File: config.mk
export PLATFORM = sky130hd
export DESIGN_NAME = serial_adder
export DESIGN_NICKNAME = d
export VERILOG_FILES = /design/src/rtl/serial_adder.sv
export SDC_FILE = /design/constraint.sdc
export NUM_CORES = 1
export LEC_CHECK = 0
export BUFFER_PORTS_ARGS = -buffer_cell sky130_fd_sc_hd__buf_2
export CAP_MARGIN = 20
export CORE_MARGIN = 4
export CORE_UTILIZATION = 52
export DETAILED_ROUTE_END_ITERATION = 16
export GPL_TIMING_DRIVEN = 0
export PLACE_DENSITY = 0.77
export SLEW_MARGIN = 15
export SYNTH_ARGS = -nofsm -noshare
export SYNTH_HDL_FRONTEND = slang
export SYNTH_SLANG_ARGS = --single-unit
File: constraint.sdc
create_clock -name clk -period 1.9 [get_ports clk]
set_input_delay 0.285 -clock clk [delete_from_list [all_inputs] [get_ports clk]]
set_output_delay 0.285 -clock clk [all_outputs]
set_load 0.005 [all_outputs]
File: src/rtl/serial_adder.sv
// Multi-cycle WIDTH-bit adder iterating a DIGIT-bit full-adder slice LSB-first; optional subtract via SERIAL_ADDER_SUB_EN.
// Latency: WIDTH/DIGIT clock edges from accepted start to the done pulse; back-to-back start from DONE adds no idle cycle.
// Backpressure: start is ignored while busy (no queuing); results hold until the next completion.
module serial_adder #(
    parameter int WIDTH = 8,
    parameter int DIGIT = 1
) (
    input  logic             clk,
    input  logic             rst,
    input  logic             start,
    input  logic [WIDTH-1:0] a,
    input  logic [WIDTH-1:0] b,
    input  logic             cin,
`ifdef SERIAL_ADDER_SUB_EN
    input  logic             sub,
`endif
    output logic             busy,
    output logic             done,
    output logic [WIDTH-1:0] sum,
    output logic             cout,
    output logic             overflow
);

    localparam int N  = WIDTH / DIGIT;
    localparam int CW = (N > 1) ? $clog2(N) : 1;
    localparam logic [CW-1:0] LAST = CW'(N - 1);

    typedef enum logic [1:0] {
        IDLE,
        RUN,
        DONE
    } state_t;

    state_t           state;
    // a_sh doubles as the result register: operand bits leave at the bottom
    // while sum bits enter at the top, so after N slices it holds the result.
    logic [WIDTH-1:0] a_sh;
    logic [WIDTH-1:0] b_sh;
    logic             carry;
    logic [CW-1:0]    cnt;

    logic [WIDTH-1:0] b_sel;
    logic             c_sel;

    // Operand conditioning at capture: subtraction is a + ~b + 1.
`ifdef SERIAL_ADDER_SUB_EN
    assign b_sel = sub ? ~b : b;
    assign c_sel = sub ? 1'b1 : cin;
`else
    assign b_sel = b;
    assign c_sel = cin;
`endif

    logic [DIGIT:0]   slice;
    logic [DIGIT-1:0] s;
    logic             c_out;
    logic             c_msb;
    logic [WIDTH-1:0] a_next;
    logic [WIDTH-1:0] b_next;

    assign slice  = {1'b0, a_sh[DIGIT-1:0]} + {1'b0, b_sh[DIGIT-1:0]} + {{DIGIT{1'b0}}, carry};
    assign s      = slice[DIGIT-1:0];
    assign c_out  = slice[DIGIT];
    // Carry into the top bit of this slice; only meaningful on the last slice,
    // where that bit is the operand MSB.
    assign c_msb  = a_sh[DIGIT-1] ^ b_sh[DIGIT-1] ^ s[DIGIT-1];
    assign a_next = (a_sh >> DIGIT) | (WIDTH'(s) << (WIDTH - DIGIT));
    assign b_next = b_sh >> DIGIT;

    // Control FSM and datapath registers; all outputs registered here.
    always_ff @(posedge clk) begin
        if (rst) begin
            state    <= IDLE;
            a_sh     <= '0;
            b_sh     <= '0;
            carry    <= 1'b0;
            cnt      <= '0;
            busy     <= 1'b0;
            done     <= 1'b0;
            sum      <= '0;
            cout     <= 1'b0;
            overflow <= 1'b0;
        end else begin
            case (state)
                IDLE, DONE: begin
                    done <= 1'b0;
                    if (start) begin
                        a_sh  <= a;
                        b_sh  <= b_sel;
                        carry <= c_sel;
                        cnt   <= '0;
                        busy  <= 1'b1;
                        state <= RUN;
                    end else begin
                        state <= IDLE;
                    end
                end
                RUN: begin
                    a_sh  <= a_next;
                    b_sh  <= b_next;
                    carry <= c_out;
                    cnt   <= cnt + CW'(1);
                    if (cnt == LAST) begin
                        sum      <= a_next;
                        cout     <= c_out;
                        overflow <= c_msb ^ c_out;
                        busy     <= 1'b0;
                        done     <= 1'b1;
                        state    <= DONE;
                    end
                end
                default: state <= IDLE;
            endcase
        end
    end

endmodule

Word-level counts from Yosys, hierarchy flattened
Cells that the tools add are included.
{"block": "word_totals", "ff_bits": 34, "output_inout_bits": 12, "word_cells": 45}
{"block": "classes", "addsub": 3, "eq_ne": 5, "mux": 16, "n_bitwise": 4, "n_reduce_logical": 7}
{"cell": "one-hot mux 8 bit (2 select lines)", "n": 2}
{"cell": "two-way mux 8 bit", "n": 2}
{"cell": "bitwise OR 7 x 8 -> 8 bit", "n": 1}
{"cell": "one-hot mux 1 bit (2 select lines)", "n": 3}
{"cell": "one-hot mux 3 bit (2 select lines)", "n": 1}
{"cell": "AND reduction 2 bit", "n": 3}
{"cell": "two-way mux 1 bit", "n": 5}
{"cell": "!= test 2 bit, second input constant", "n": 2}
{"cell": "one-hot mux 2 bit (2 select lines)", "n": 1}
{"cell": "adder 3 x 1 -> 3 bit, second input constant", "n": 1}
{"cell": "== test 3 bit, second input constant", "n": 1}
{"cell": "two-way mux 3 bit", "n": 1}
{"cell": "AND reduction 3 bit", "n": 1}
{"cell": "XOR 1 bit", "n": 3}
{"cell": "adder 1 x 1 -> 2 bit", "n": 1}
{"cell": "adder 2 x 1 -> 2 bit", "n": 1}
{"cell": "== test 2 x 1 -> 1 bit, second input constant", "n": 1}
{"cell": "== test 2 bit, second input constant", "n": 1}
{"cell": "zero test 2 bit", "n": 1}
{"cell": "two-way mux 2 bit", "n": 1}
{"cell": "nonzero test 2 bit", "n": 1}
{"cell": "OR reduction 2 bit", "n": 1}

Depth between registers and ports, before layout
{"block": "depth", "word_depth": 4, "ltp_mapped": 6}

Least setup slack after synthesis
No wires, ideal clock.
{"block": "synth_path", "path_kind": "reg-to-reg", "from": "register a_sh[0]", "to": "register overflow", "setup_time_ps": 86, "t_arrival_ps": 1325, "t_required_ps": 1814, "path_slack_ps": 489, "stages_incl_launch_ff": 5, "n_path_buf": 0, "cell_sequence": "dfxtp_1 -> fa_1 -> xnor2_1 -> xnor2_1 -> a211oi_1"}
{"block": "synth_via", "elab_chain_cells": 4, "word_cells_on_any_way": 5}
{"element": "start, declared", "line_no": "37", "source": "logic [WIDTH-1:0] a_sh;"}
{"element": "start signal, assigned", "line_no": "99", "source": "a_sh <= a_next;"}
{"element": "adder 1 x 1 -> 2 bit", "line_no": "61", "source": "assign slice = {1'b0, a_sh[DIGIT-1:0]} + {1'b0, b_sh[DIGIT-1:0]} + {{DIGIT{1'b0}}, carry};"}
{"element": "adder 2 x 1 -> 2 bit", "line_no": "61"}
{"element": "XOR 1 bit", "line_no": "66", "source": "assign c_msb = a_sh[DIGIT-1] ^ b_sh[DIGIT-1] ^ s[DIGIT-1];"}
{"element": "XOR 1 bit *", "line_no": "106", "source": "overflow <= c_msb ^ c_out;"}
{"element": "end signal, assigned", "line_no": "106"}
{"element": "end, declared", "line_no": "21", "source": "output logic overflow"}
Every way passes the cells marked *; elsewhere a longest branch is shown, timed or not.
A chain may end at the register's enable or synchronous reset.

Worst setup path in the final report
{"block": "layout_path", "from": "register cnt[0]", "to": "register sum[5]"}
{"block": "layout_via", "elab_chain_cells": 2}
{"element": "start, declared", "line_no": "40", "source": "logic [CW-1:0] cnt;"}
{"element": "start signal, assigned", "line_no": "102", "source": "cnt <= cnt + CW'(1);"}
{"element": "== test 3 bit", "line_no": "103", "source": "if (cnt == LAST) begin"}
{"element": "AND reduction 2 bit (no line)"}
{"element": "end signal, assigned", "line_no": "104", "source": "sum <= a_next;"}
{"element": "end, declared", "line_no": "19", "source": "output logic [WIDTH-1:0] sum,"}
Every way passes these cells.

==> metrics.txt <==
status=finished, final reports clean; # nets final=roughly 210; initial DRC count=31; hold buffers post-CTS=0; sequential cell area fraction in the yosys report=between 40 and 50%; die area=between 0.003 and 0.004 sq mm; met2 GRT Util=a little under a third; CTS Root Buffer Type=clkbuf_4; post-synth cell types=21; r2r setup slk=roughly 0.32 ns; clk_skew=between 0.007 and 0.008 ns; Arr. time, crit path=between 1.5 and 2 ns; Sink Count=34; Initial Util=a little under three fifths; Cells after Synth=about 150; GR Overflow Total=0; worst relative slew slack=between 60% and 70%; deepest clock path buffer count=2; GRT busiest layer=met2; # IOs=32; endpoints failing hold=0; number of H-tree levels=2; routed wire length=3.01 mm; switching pwr=0.000386 W; DR DRC count=0; Ys Warns=0; RSZ-0062 raised after global routing=no; Mapped Avg Cell Area=9.31 sq um; Design Power=approximately 0.0017 W; initial antenna violation count=0; WP data required=around 2.2 ns; Worst Hold Path Cells=3; CP top delay family=adder cells; Hold Path End=b_sh[7]; sw frac=between 20% and 30%; Worst setup SP type=flop; Mapped Area=roughly 0.0014 sq mm; Layout Utilization=68.1%; Cell Pwr Density=a little under 1000 mW/mm^2; CORE AREA=approximately 0.0025 sq mm; Achievable Freq=between 0.6 and 0.7 GHz; floorplan die height=between 60 and 70 um; hold path start=b[7]; Reg clk slew, reported paths=0.11 ns; most used cell, CP=ha_1; FF-to-FF Start=cnt[0]; #FFs+latches synth=34; Critical Path Fanout Max=10; Internal Power=0.00131 W; Setup Viol. Count Final=0; global routing usage on met1=around 23%; max_cap viols=0; Final Cycle Share=between 80% and 90%; first-pass GRT wire length=just over 5 mm; Clk Latency, worst-skew pair=about 0.34 ns; min cycle time layout=about 1.6 ns; Hold Path Class=input port to flop; setup TNS=0 ns; crit path cell chain=ha_1 -> ha_1 -> nand3b_1 -> clkbuf_1 -> nand2_1 -> a21oi_1; max incr delay on CP=0.36 ns; count of pins over their slew limit=0; CP max stage cell=clkbuf_1; Final HPWL DP=approximately 2.3 mm; 1st-pass router iterations=4; Peak VDD IR=857 uV; Logic pwr share=between 10% and 20%; largest net degree at the start of global routing=12; placed cell areas=roughly 0.0016 sq mm; Lkg Pwr=between 0.7 and 0.8 nW; GPL Wtd Cong=a little under 0.8; PortBufs=30; worst slew pin tran=between 0.4 and 0.5 ns; layout cells sized above 1=a little under a quarter; Final ANT Viol Nets=0; TritonCTS clock tree=built; number of global-route vias before repair=1200; vias per std cell=approximately 5.3; DIE WIDTH=a little over 60 um; clock network power share=between 40 and 50%; Critical path buffers and inverters=1; Num CTS Buffers=5; R2R depth=6; CP endpoint kind=flop; Mapped Nets=between 150 and 200; sequential power share=around 47%; Avg WL per Cell=13.5 um; post-CTS sizing=0; Cell Rows=18; post-CTS setup buffer count=0; worst setup path class=flop to flop; grt met3 use=4.26%; Total GRT Usage=18.8%; routed vias=between 1000 and 1500; post-route cell area=0.00173 sq mm; synthesis-to-finish area growth=20.9%; ANT cells=0; r2r endpoint=sum[5]
==> placed cells by master, fill, tap and decap left out <==
master,instances
buf_2,34
dfxtp_1,34
nand2_1,22
nor2_1,19
a211oi_1,17
mux2i_1,16
a21oi_1,15
clkbuf_1,5
clkbuf_4,5
nand3_1,4
xnor2_1,3
nand2b_1,3
nand3b_1,2
ha_1,2
bufinv_16,2
and3b_1,1
buf_1,1
buf_6,1
buf_8,1
nor2b_1,1
buf_12,1
o21a_1,1
fa_1,1
clkbuf_8,1
==> stage by stage <==
stage / setup slack (ns) / cells / hold slack (ns)
2_1_floorplan: 0.489 / 154 / 0.445
3_3_place_gp: 0.412 / 214 / 0.441
3_5_place_dp: 0.348 / 214 / 0.444
4_1_cts: 0.322 / 222 / 0.205
5_1_grt: 0.218 / 222 / 0.200
6_report: 0.319 / 222 / 0.216
==> how the worst max path moves through the flow <==
| stage | from | end | cells past startpoint |
|---|---|---|---|
| 5_1_grt | cnt[0] | sum[3] | 6 |
| 6_report | cnt[0] | sum[5] | 6 |
| 4_1_cts | cnt[0] | sum[5] | 6 |
| 2_1_floorplan | a_sh[0] | overflow | 4 |
| 3_5_place_dp | cnt[0] | sum[5] | 6 |
| 3_3_place_gp | b_sh[0] | overflow | 4 |
==> kinds of logic after synthesis <==
logic type | after synthesis | synth area share (%)
flip-flops | 34 | 47.5
adder cells (fa/ha/maj) | 3 | 3.14
buffers and inverters | 13 | 6.20
AND/OR/NAND/NOR | 52 | 15.5
multiplexers | 16 | 11.2
XOR/XNOR | 3 | 1.83
AO/OA/AOI/OAI | 33 | 14.7
==> state kept, by name, indices dropped and copies added (netlist names) <==
| signal | flops |
|---|---|
| a_sh | 8 |
| b_sh | 8 |
| sum | 8 |
| cnt | 3 |
| state | 2 |
| busy | 1 |
| carry | 1 |
| cout | 1 |
| done | 1 |
| overflow | 1 |
==> cells in the mapped netlist (all sizes together) <==
| cell | instances | area (sq um) |
|---|---|---|
| dfxtp | 34 | 681 |
| nand3 | 4 | 20.0 |
| mux2i | 16 | 160 |
| nor2b | 1 | 6.26 |
| buf | 8 | 70.1 |
| and3b | 1 | 8.76 |
| nand3b | 2 | 15.0 |
| nor2 | 19 | 71.3 |
| nand2 | 22 | 82.6 |
| a21oi | 15 | 75.1 |
| nand2b | 3 | 18.8 |
| ha | 2 | 25.0 |
| clkbuf | 5 | 18.8 |
| fa | 1 | 20.0 |
| a211oi | 17 | 128 |
| o21a | 1 | 7.51 |
| xnor2 | 3 | 26.3 |
==> power by group through the flow <==
stage,combinational (W),clock (W),sequential [W]
floorplan,0.000167,0,0.000795
global placement,0.000210,0,0.000802
detailed placement,0.000215,0,0.000805
CTS,0.000216,0.000703,0.000788
global route,0.000244,0.000740,0.000795
finish,0.000214,0.000693,0.000788
==> metal layers <==
metal	up-vias	routed length, um
li1	602	-
met2	28	1430
met3	10	172
met5	-	0
met4	0	77
met1	540	1320
==> layout make-up <==
| type | count | area (sq um) |
|---|---|---|
| fillers | 226 | 812 |
| flip-flops and latches | 34 | 681 |
| multi-input cells | 107 | 664 |
| repair buffers | 30 | 150 |
| plain buffers | 13 | 88.8 |
| clock inverters | 2 | 60.1 |
| clock buffers | 6 | 51.3 |
| well taps | 30 | 37.5 |
==> worst min-delay path, stage by stage <==
cell,delay (ns)
buf_2,0.10
nand3b_1,0.07
a21oi_1,0.05
(Power assumes the default switching activity.)
